File: src/rtl/alu_stream.sv
// Byte-stream packet ALU: parses an opcode/reserved/length header and then echoes, adds or multiplies
// little-endian operands. The divide opcode and its iterative divider exist only when ALU_DIV_EN is defined.
module alu_stream #(
    parameter int         WORD_BYTES = 4,
    parameter logic [7:0] OP_ECHO    = 8'hEC,
    parameter logic [7:0] OP_ADD     = 8'hAD,
    parameter logic [7:0] OP_MUL     = 8'h63
`ifdef ALU_DIV_EN
    ,
    parameter logic [7:0] OP_DIV     = 8'hD1
`endif
) (
    input  logic       clk_i,
    input  logic       rst_i,
    input  logic [7:0] data_i,
    input  logic       valid_i,
    output logic       ready_o,
    output logic [7:0] data_o,
    output logic       valid_o,
    input  logic       ready_i
);

    localparam int W     = 8 * WORD_BYTES;
    localparam int IDX_W = (WORD_BYTES > 1) ? $clog2(WORD_BYTES) : 1;
    localparam logic [IDX_W-1:0] LAST_LANE = IDX_W'(WORD_BYTES - 1);

    typedef enum logic [3:0] {
        S_HDR_OP,
        S_HDR_RSV,
        S_LEN_LO,
        S_LEN_HI,
        S_ECHO,
        S_COLLECT,
        S_DIVIDE,
        S_SEND,
        S_DRAIN
    } state_t;

    state_t           state_q, state_d;
    logic [7:0]       op_q, op_d;
    logic [7:0]       len_lo_q, len_lo_d;
    logic [7:0]       echo_q, echo_d;
    logic             echo_full_q, echo_full_d;
    logic             have_acc_q, have_acc_d;
    logic [15:0]      rem_q, rem_d;
    logic [W-1:0]     acc_q, acc_d;
    logic [W-1:0]     opnd_q, opnd_d;
    logic [IDX_W-1:0] byte_idx_q, byte_idx_d;
    logic [IDX_W-1:0] send_idx_q, send_idx_d;

    logic [W-1:0]     word_in;
    logic [15:0]      pkt_len;
    logic [15:0]      payload_len;
    logic             op_arith;
    logic             in_fire;
    logic             out_fire;

`ifdef ALU_DIV_EN
    localparam int DCNT_W = $clog2(W);

    logic [W-1:0]      div_q, div_d;
    logic [W-1:0]      div_rem_q, div_rem_d;
    logic [DCNT_W-1:0] div_cnt_q, div_cnt_d;
    logic [W:0]        div_shift;
    logic [W-1:0]      div_diff;

    assign div_shift = {div_rem_q, acc_q[W-1]};
    assign div_diff  = div_shift[W-1:0] - div_q;
    assign op_arith  = (op_q == OP_ADD) || (op_q == OP_MUL) || (op_q == OP_DIV);
`else
    assign op_arith  = (op_q == OP_ADD) || (op_q == OP_MUL);
`endif

    // The incoming byte is merged into its lane so a completing byte is usable in the same cycle.
    genvar gi;
    generate
        for (gi = 0; gi < WORD_BYTES; gi++) begin : g_lane
            assign word_in[gi*8 +: 8] = (byte_idx_q == IDX_W'(gi)) ? data_i : opnd_q[gi*8 +: 8];
        end
    endgenerate

    assign pkt_len     = {data_i, len_lo_q};
    assign payload_len = (pkt_len > 16'd4) ? (pkt_len - 16'd4) : 16'd0;

    always_comb begin
        ready_o = 1'b0;
        if (!rst_i) begin
            case (state_q)
                S_HDR_OP, S_HDR_RSV, S_LEN_LO, S_LEN_HI, S_COLLECT, S_DRAIN: ready_o = 1'b1;
                S_ECHO:  ready_o = !echo_full_q;
                default: ready_o = 1'b0;
            endcase
        end
    end

    assign valid_o  = (state_q == S_SEND) || ((state_q == S_ECHO) && echo_full_q);
    assign data_o   = (state_q == S_SEND) ? acc_q[7:0] : echo_q;
    assign in_fire  = valid_i && ready_o;
    assign out_fire = valid_o && ready_i;

    always_comb begin
        state_d     = state_q;
        op_d        = op_q;
        len_lo_d    = len_lo_q;
        echo_d      = echo_q;
        echo_full_d = echo_full_q;
        have_acc_d  = have_acc_q;
        rem_d       = rem_q;
        acc_d       = acc_q;
        opnd_d      = opnd_q;
        byte_idx_d  = byte_idx_q;
        send_idx_d  = send_idx_q;
`ifdef ALU_DIV_EN
        div_d       = div_q;
        div_rem_d   = div_rem_q;
        div_cnt_d   = div_cnt_q;
`endif

        case (state_q)
            S_HDR_OP: if (in_fire) begin
                op_d    = data_i;
                state_d = S_HDR_RSV;
            end
            S_HDR_RSV: if (in_fire) state_d = S_LEN_LO;
            S_LEN_LO: if (in_fire) begin
                len_lo_d = data_i;
                state_d  = S_LEN_HI;
            end
            S_LEN_HI: if (in_fire) begin
                rem_d       = payload_len;
                acc_d       = '0;
                have_acc_d  = 1'b0;
                byte_idx_d  = '0;
                send_idx_d  = '0;
                echo_full_d = 1'b0;
                if (payload_len == 16'd0)
                    state_d = op_arith ? S_SEND : S_HDR_OP;
                else if (op_q == OP_ECHO)
                    state_d = S_ECHO;
                else if (op_arith)
                    state_d = S_COLLECT;
                else
                    state_d = S_DRAIN;
            end
            S_ECHO: begin
                // ready_o is low while full, so accept and send never coincide.
                if (in_fire) begin
                    echo_d      = data_i;
                    echo_full_d = 1'b1;
                    rem_d       = rem_q - 16'd1;
                end else if (out_fire) begin
                    echo_full_d = 1'b0;
                    if (rem_q == 16'd0) state_d = S_HDR_OP;
                end
            end
            S_COLLECT: if (in_fire) begin
                rem_d      = rem_q - 16'd1;
                opnd_d     = word_in;
                byte_idx_d = (byte_idx_q == LAST_LANE) ? '0 : byte_idx_q + IDX_W'(1);
                if (rem_q == 16'd1) state_d = S_SEND;
                if (byte_idx_q == LAST_LANE) begin
                    if (!have_acc_q) begin
                        acc_d      = word_in;
                        have_acc_d = 1'b1;
                    end else if (op_q == OP_ADD) begin
                        acc_d = acc_q + word_in;
                    end else if (op_q == OP_MUL) begin
                        acc_d = acc_q * word_in;
                    end
`ifdef ALU_DIV_EN
                    else begin
                        div_d     = word_in;
                        div_rem_d = '0;
                        div_cnt_d = '0;
                        state_d   = S_DIVIDE;
                    end
`endif
                end
            end
`ifdef ALU_DIV_EN
            S_DIVIDE: begin
                // Restoring step: the dividend shifts out of acc_q while quotient bits shift in.
                if (div_shift >= {1'b0, div_q}) begin
                    div_rem_d = div_diff;
                    acc_d     = {acc_q[W-2:0], 1'b1};
                end else begin
                    div_rem_d = div_shift[W-1:0];
                    acc_d     = {acc_q[W-2:0], 1'b0};
                end
                div_cnt_d = div_cnt_q + DCNT_W'(1);
                if (div_cnt_q == DCNT_W'(W - 1))
                    state_d = (rem_q == 16'd0) ? S_SEND : S_COLLECT;
            end
`endif
            S_SEND: if (out_fire) begin
                acc_d      = acc_q >> 8;
                send_idx_d = send_idx_q + IDX_W'(1);
                if (send_idx_q == LAST_LANE) state_d = S_HDR_OP;
            end
            S_DRAIN: if (in_fire) begin
                rem_d = rem_q - 16'd1;
                if (rem_q == 16'd1) state_d = S_HDR_OP;
            end
            default: state_d = S_HDR_OP;
        endcase
    end

    always_ff @(posedge clk_i) begin
        if (rst_i) begin
            state_q     <= S_HDR_OP;
            op_q        <= '0;
            len_lo_q    <= '0;
            echo_q      <= '0;
            echo_full_q <= 1'b0;
            have_acc_q  <= 1'b0;
            rem_q       <= '0;
            acc_q       <= '0;
            opnd_q      <= '0;
            byte_idx_q  <= '0;
            send_idx_q  <= '0;
`ifdef ALU_DIV_EN
            div_q       <= '0;
            div_rem_q   <= '0;
            div_cnt_q   <= '0;
`endif
        end else begin
            state_q     <= state_d;
            op_q        <= op_d;
            len_lo_q    <= len_lo_d;
            echo_q      <= echo_d;
            echo_full_q <= echo_full_d;
            have_acc_q  <= have_acc_d;
            rem_q       <= rem_d;
            acc_q       <= acc_d;
            opnd_q      <= opnd_d;
            byte_idx_q  <= byte_idx_d;
            send_idx_q  <= send_idx_d;
`ifdef ALU_DIV_EN
            div_q       <= div_d;
            div_rem_q   <= div_rem_d;
            div_cnt_q   <= div_cnt_d;
`endif
        end
    end

endmodule

File: config.mk
export PLATFORM = sky130hd
export DESIGN_NAME = alu_stream
export DESIGN_NICKNAME = d
export VERILOG_FILES = /design/src/rtl/alu_stream.sv
export SDC_FILE = /design/constraint.sdc
export NUM_CORES = 2
export LEC_CHECK = 0
export CORE_ASPECT_RATIO = 1.4
export CORE_MARGIN = 1.5
export CORE_UTILIZATION = 40
export DETAILED_ROUTE_END_ITERATION = 12
export PLACE_DENSITY = 0.6
export SLEW_MARGIN = 20
export SYNTH_ARGS = -nofsm -noshare
export SYNTH_HDL_FRONTEND = slang
export SYNTH_SLANG_ARGS = --single-unit
File: constraint.sdc
create_clock -name clk_i -period 8.3 [get_ports clk_i]
set_input_delay 1.66 -clock clk_i [delete_from_list [all_inputs] [get_ports clk_i]]
set_output_delay 1.66 -clock clk_i [all_outputs]
set_load 0.03 [all_outputs]
==> results.txt <==
----------------------------------------------------
[Placed design]
  Cell total after placement ... 3608
  Placer's final routability congestion estimate ... 0.982
  Number of port buffers ... 21
  DPL Wire Length ... 62.7 mm

[Drt]
  Routed length per placed instance ... 22.3 um
  Via density per instance ... 5.47
  Total via count after detailed routing ... 20152
  DRT iter0 DRCs ... 1163
  Final WL ... 82.0 mm
  Top Layer Used ... met5
  Drt drc ... 0
  Met2 routed WL ... 40.9 mm
  Pre-Repair DR Iteration Count ... 6
  Post-detailed-route count of antenna-violating nets ... 0
  Total met3 wirelength after detailed routing ... 5.03 mm
  Routed metal-1 wirelength ... 29.5 mm

[Global routing]
  Number of global-route vias before repair ... 21540
  Largest net degree at the start of global routing ... 69
  Congestion Overflow GR ... 0
  Antenna violations before repair ... 2
  First-pass GRT wire length ... 127 mm
  Global-route total usage across every layer ... 27.7%

[Synthesis]
  Count of different cell masters after synthesis ... 85
  Number of enable flip-flop cells after synthesis ... 0
  Synthesized Nets ... 3349
  Number of storage elements in the synthesis netlist ... 114
  Commonest register cell after synthesis ... sky130_fd_sc_hd__dfxtp_1
  Cell taking the most area after synthesis ... sky130_fd_sc_hd__fa_1
  Area of the mapped netlist ... 23600 um2
  Syn_area_per_cell ... 8.52 um2
  Top post-synthesis cells by area ... sky130_fd_sc_hd__fa_1 (35%), sky130_fd_sc_hd__dfxtp_1 (9.7%), sky130_fd_sc_hd__ha_1 (8.7%)
  Fraction of registers with async set/reset ... 0%
  Post-synth top cells ... sky130_fd_sc_hd__inv_1 (414), sky130_fd_sc_hd__fa_1 (409), sky130_fd_sc_hd__nand2_1 (305)
  Most instantiated library cell after synthesis ... sky130_fd_sc_hd__inv_1
  Number of instances in the synthesized netlist ... 2765
  Sequential-to-total area share from yosys stat ... 9.69%
  Yosys synthesis warning count ... 0
  Area share of the largest cell type after synthesis ... 34.8%

[STA]
  Setup-failing EPs final ... 0
  Unrepaired setup endpoints after global routing ... true
  Slew at the pin with the worst max-slew slack ... 1080 ps
  Total Negative Setup Slacks ... 0 ps
  Clock tree skew after final layout ... 11.2 ps
  Maximum frequency from static timing analysis ... 0.122 GHz
  Tightest slew margin relative to the limit ... 28.1%
  Final hold violation count ... 0
  Post-layout minimum cycle time ... 8170 ps
  Number of max-slew violations in the final report ... 0
  Post-route fraction of the period consumed by the critical path ... 98.4%

[Worst setup path]
  Largest fanout on the critical path ... 6
  CP Class ... in2reg
  WP data arrival ... 8490 ps
  Worst reg2reg startpoint ... byte_idx_q[0]
  Launching instance or port of the critical path ... data_i[6]
  CP Capture Type ... flop
  Critical path data required time ... 8620 ps
  Type of origin of the critical path ... primary input

[Floorplanning]
  Die height ... 290 um
  # IOs ... 22
  Core outline area ... 58500 um2
  Num rows ... 105
  Horiz. Die Dim ... 208 um
  Area enclosed by the die boundary ... 60400 um2
  Starting utilization of the core area ... 40.3%

[CTS]
  Root buffer cell ... sky130_fd_sc_hd__clkbuf_16
  Hold-fix buffers, CTS ... 0
  Clock latency reported for the late side of the worst-skew pair ... 440 ps
  CTS H-Tree Depth ... 4
  Clock tree from TritonCTS ... yes
  Maximum buffer depth of the clock tree ... 2
  Number of sinks driven by the clock tree ... 114
  Number of CTS-inserted buffers ... 17
  Clock-pin slew on the worst setup and hold paths ... 60 ps

[Flow run]
  Maximum Capacitance Violations ... 0

[Min path]
  Hold wc startpoint ... rem_q[12]
  Worst hold-check path type ... reg2reg

[Final layout]
  Core occupancy in the finished layout ... 47.6%
  Fraction of final layout cells sized beyond drive strength 1 ... 16.8%
  Net count, final ... 3507
  Diode count ... 0
  Post-route insts no fill ... 3683
  Area grow syn2layout ... 18.2%

[Power]
  Leakage Power ... 13.0 nW
  Worst vdd rail ir drop ... 142 uV
  Post-route total power ... 0.00186 W
  Total power density per cell area ... 67.0 nW/um2

[Status]
  Status ... complete, no violations

----------------------------------------------------
-- power by group --
part / total (W) / internal, W / leakage [nW] / switching [W]
Sequential: 0.000608 / 0.000568 / 0.921 / 0.0000400
Clock: 0.000729 / 0.000438 / 0.277 / 0.000291
Combinational: 0.000528 / 0.000210 / 11.8 / 0.000318
Total: 0.00186 / 0.00122 / 13.0 / 0.000650
-- stage by stage --
stage	area, um2	hold slack, ps	setup WS [ps]
after global routing	27800	516	-110
after floorplan	23700	445	-5.91
after global placement	26200	459	-1030
final	27800	484	130
after CTS	27500	484	1.57
after detailed placement	26200	474	-1090
-- worst max-delay path, stage by stage --
cell,delay [ps]
sky130_fd_sc_hd__buf_12,120
sky130_fd_sc_hd__mux2i_2,160
sky130_fd_sc_hd__bufinv_8,240
sky130_fd_sc_hd__buf_12,150
sky130_fd_sc_hd__and2_4,160
sky130_fd_sc_hd__fa_1,550
sky130_fd_sc_hd__fa_1,460
sky130_fd_sc_hd__fa_1,540
sky130_fd_sc_hd__inv_2,40
sky130_fd_sc_hd__fa_1,500
sky130_fd_sc_hd__inv_1,50
sky130_fd_sc_hd__fa_1,480
sky130_fd_sc_hd__fa_1,580
sky130_fd_sc_hd__fa_1,440
sky130_fd_sc_hd__fa_1,540
sky130_fd_sc_hd__ha_4,220
sky130_fd_sc_hd__a21o_1,170
sky130_fd_sc_hd__a21o_1,190
sky130_fd_sc_hd__a21oi_2,120
sky130_fd_sc_hd__o21ai_1,80
sky130_fd_sc_hd__a31oi_2,250
sky130_fd_sc_hd__o21ai_2,110
sky130_fd_sc_hd__xnor2_1,180
sky130_fd_sc_hd__o21ai_1,90
sky130_fd_sc_hd__a31o_1,200
sky130_fd_sc_hd__a22o_1,180
-- per-layer routing --
| metal | vias up | track usage [%] |
|---|---|---|
| li1 | 9039 | - |
| met1 | 10107 | 30.9 |
| met2 | 735 | 49.3 |
| met3 | 269 | 4.06 |
| met4 | 2 | 17.6 |
| met5 | - | 0 |
-- layout by cell type (no fill, tap or decap), drive strengths merged, types with 32 or more instances in the layout --
cell type    n
nor2       189
nand2      307
and2       292
nor3        45
ha         163
dfxtp      114
a21o        32
xnor2       83
mux2i       39
buf        286
a21oi       96
a211oi      38
o21ai       83
inv        415
fa         409
-- worst paths after layout --
path / endpoint / slack [ps] / cells past startpoint
setup / recovery: acc_q[29] / 130 / 26
hold / removal: rem_q[12] / 480 / 2
setup reg to reg: acc_q[29] / 430 / 28
hold reg to reg: rem_q[12] / 480 / 2
-- final cells by class --
type | count | area (um2)
multi-input cells | 2071 | 19700
inverters | 417 | 1590
fillers | 5546 | 30600
clock buffers | 21 | 480
flip-flops and latches | 114 | 2290
well taps | 749 | 937
repair buffers | 302 | 2750
clock inverters | 9 | 82.6
-- registers in the layout, summed over array words and instances (netlist names) --
register     cells
acc_q           32
byte_idx_q       2
echo_full_q      1
echo_q           8
have_acc_q       1
len_lo_q         8
op_q             8
opnd_q          32
rem_q           16
send_idx_q       2
state_q          4
-- logic make-up after synthesis --
group	count (synthesis)	share of synthesized area (%)
buffers and inverters	582	9.47
AO/OA/AOI/OAI	377	10.5
AND/OR/NAND/NOR	940	19.6
adder cells (fa/ha/maj)	572	43.4
flip-flops	114	9.69
XOR/XNOR	115	4.37
multiplexers	65	2.96
-- timing repair --
| item | in CTS | in global routing |
|---|---|---|
| setup endpoints to repair | 19 | 18 |
| setup buffers | 33 | 12 |
| resized for setup | 114 | 80 |
| pin swaps | 82 | 82 |
| cloned | 4 | 1 |
Note: power is estimated with default switching activity, not from simulation.
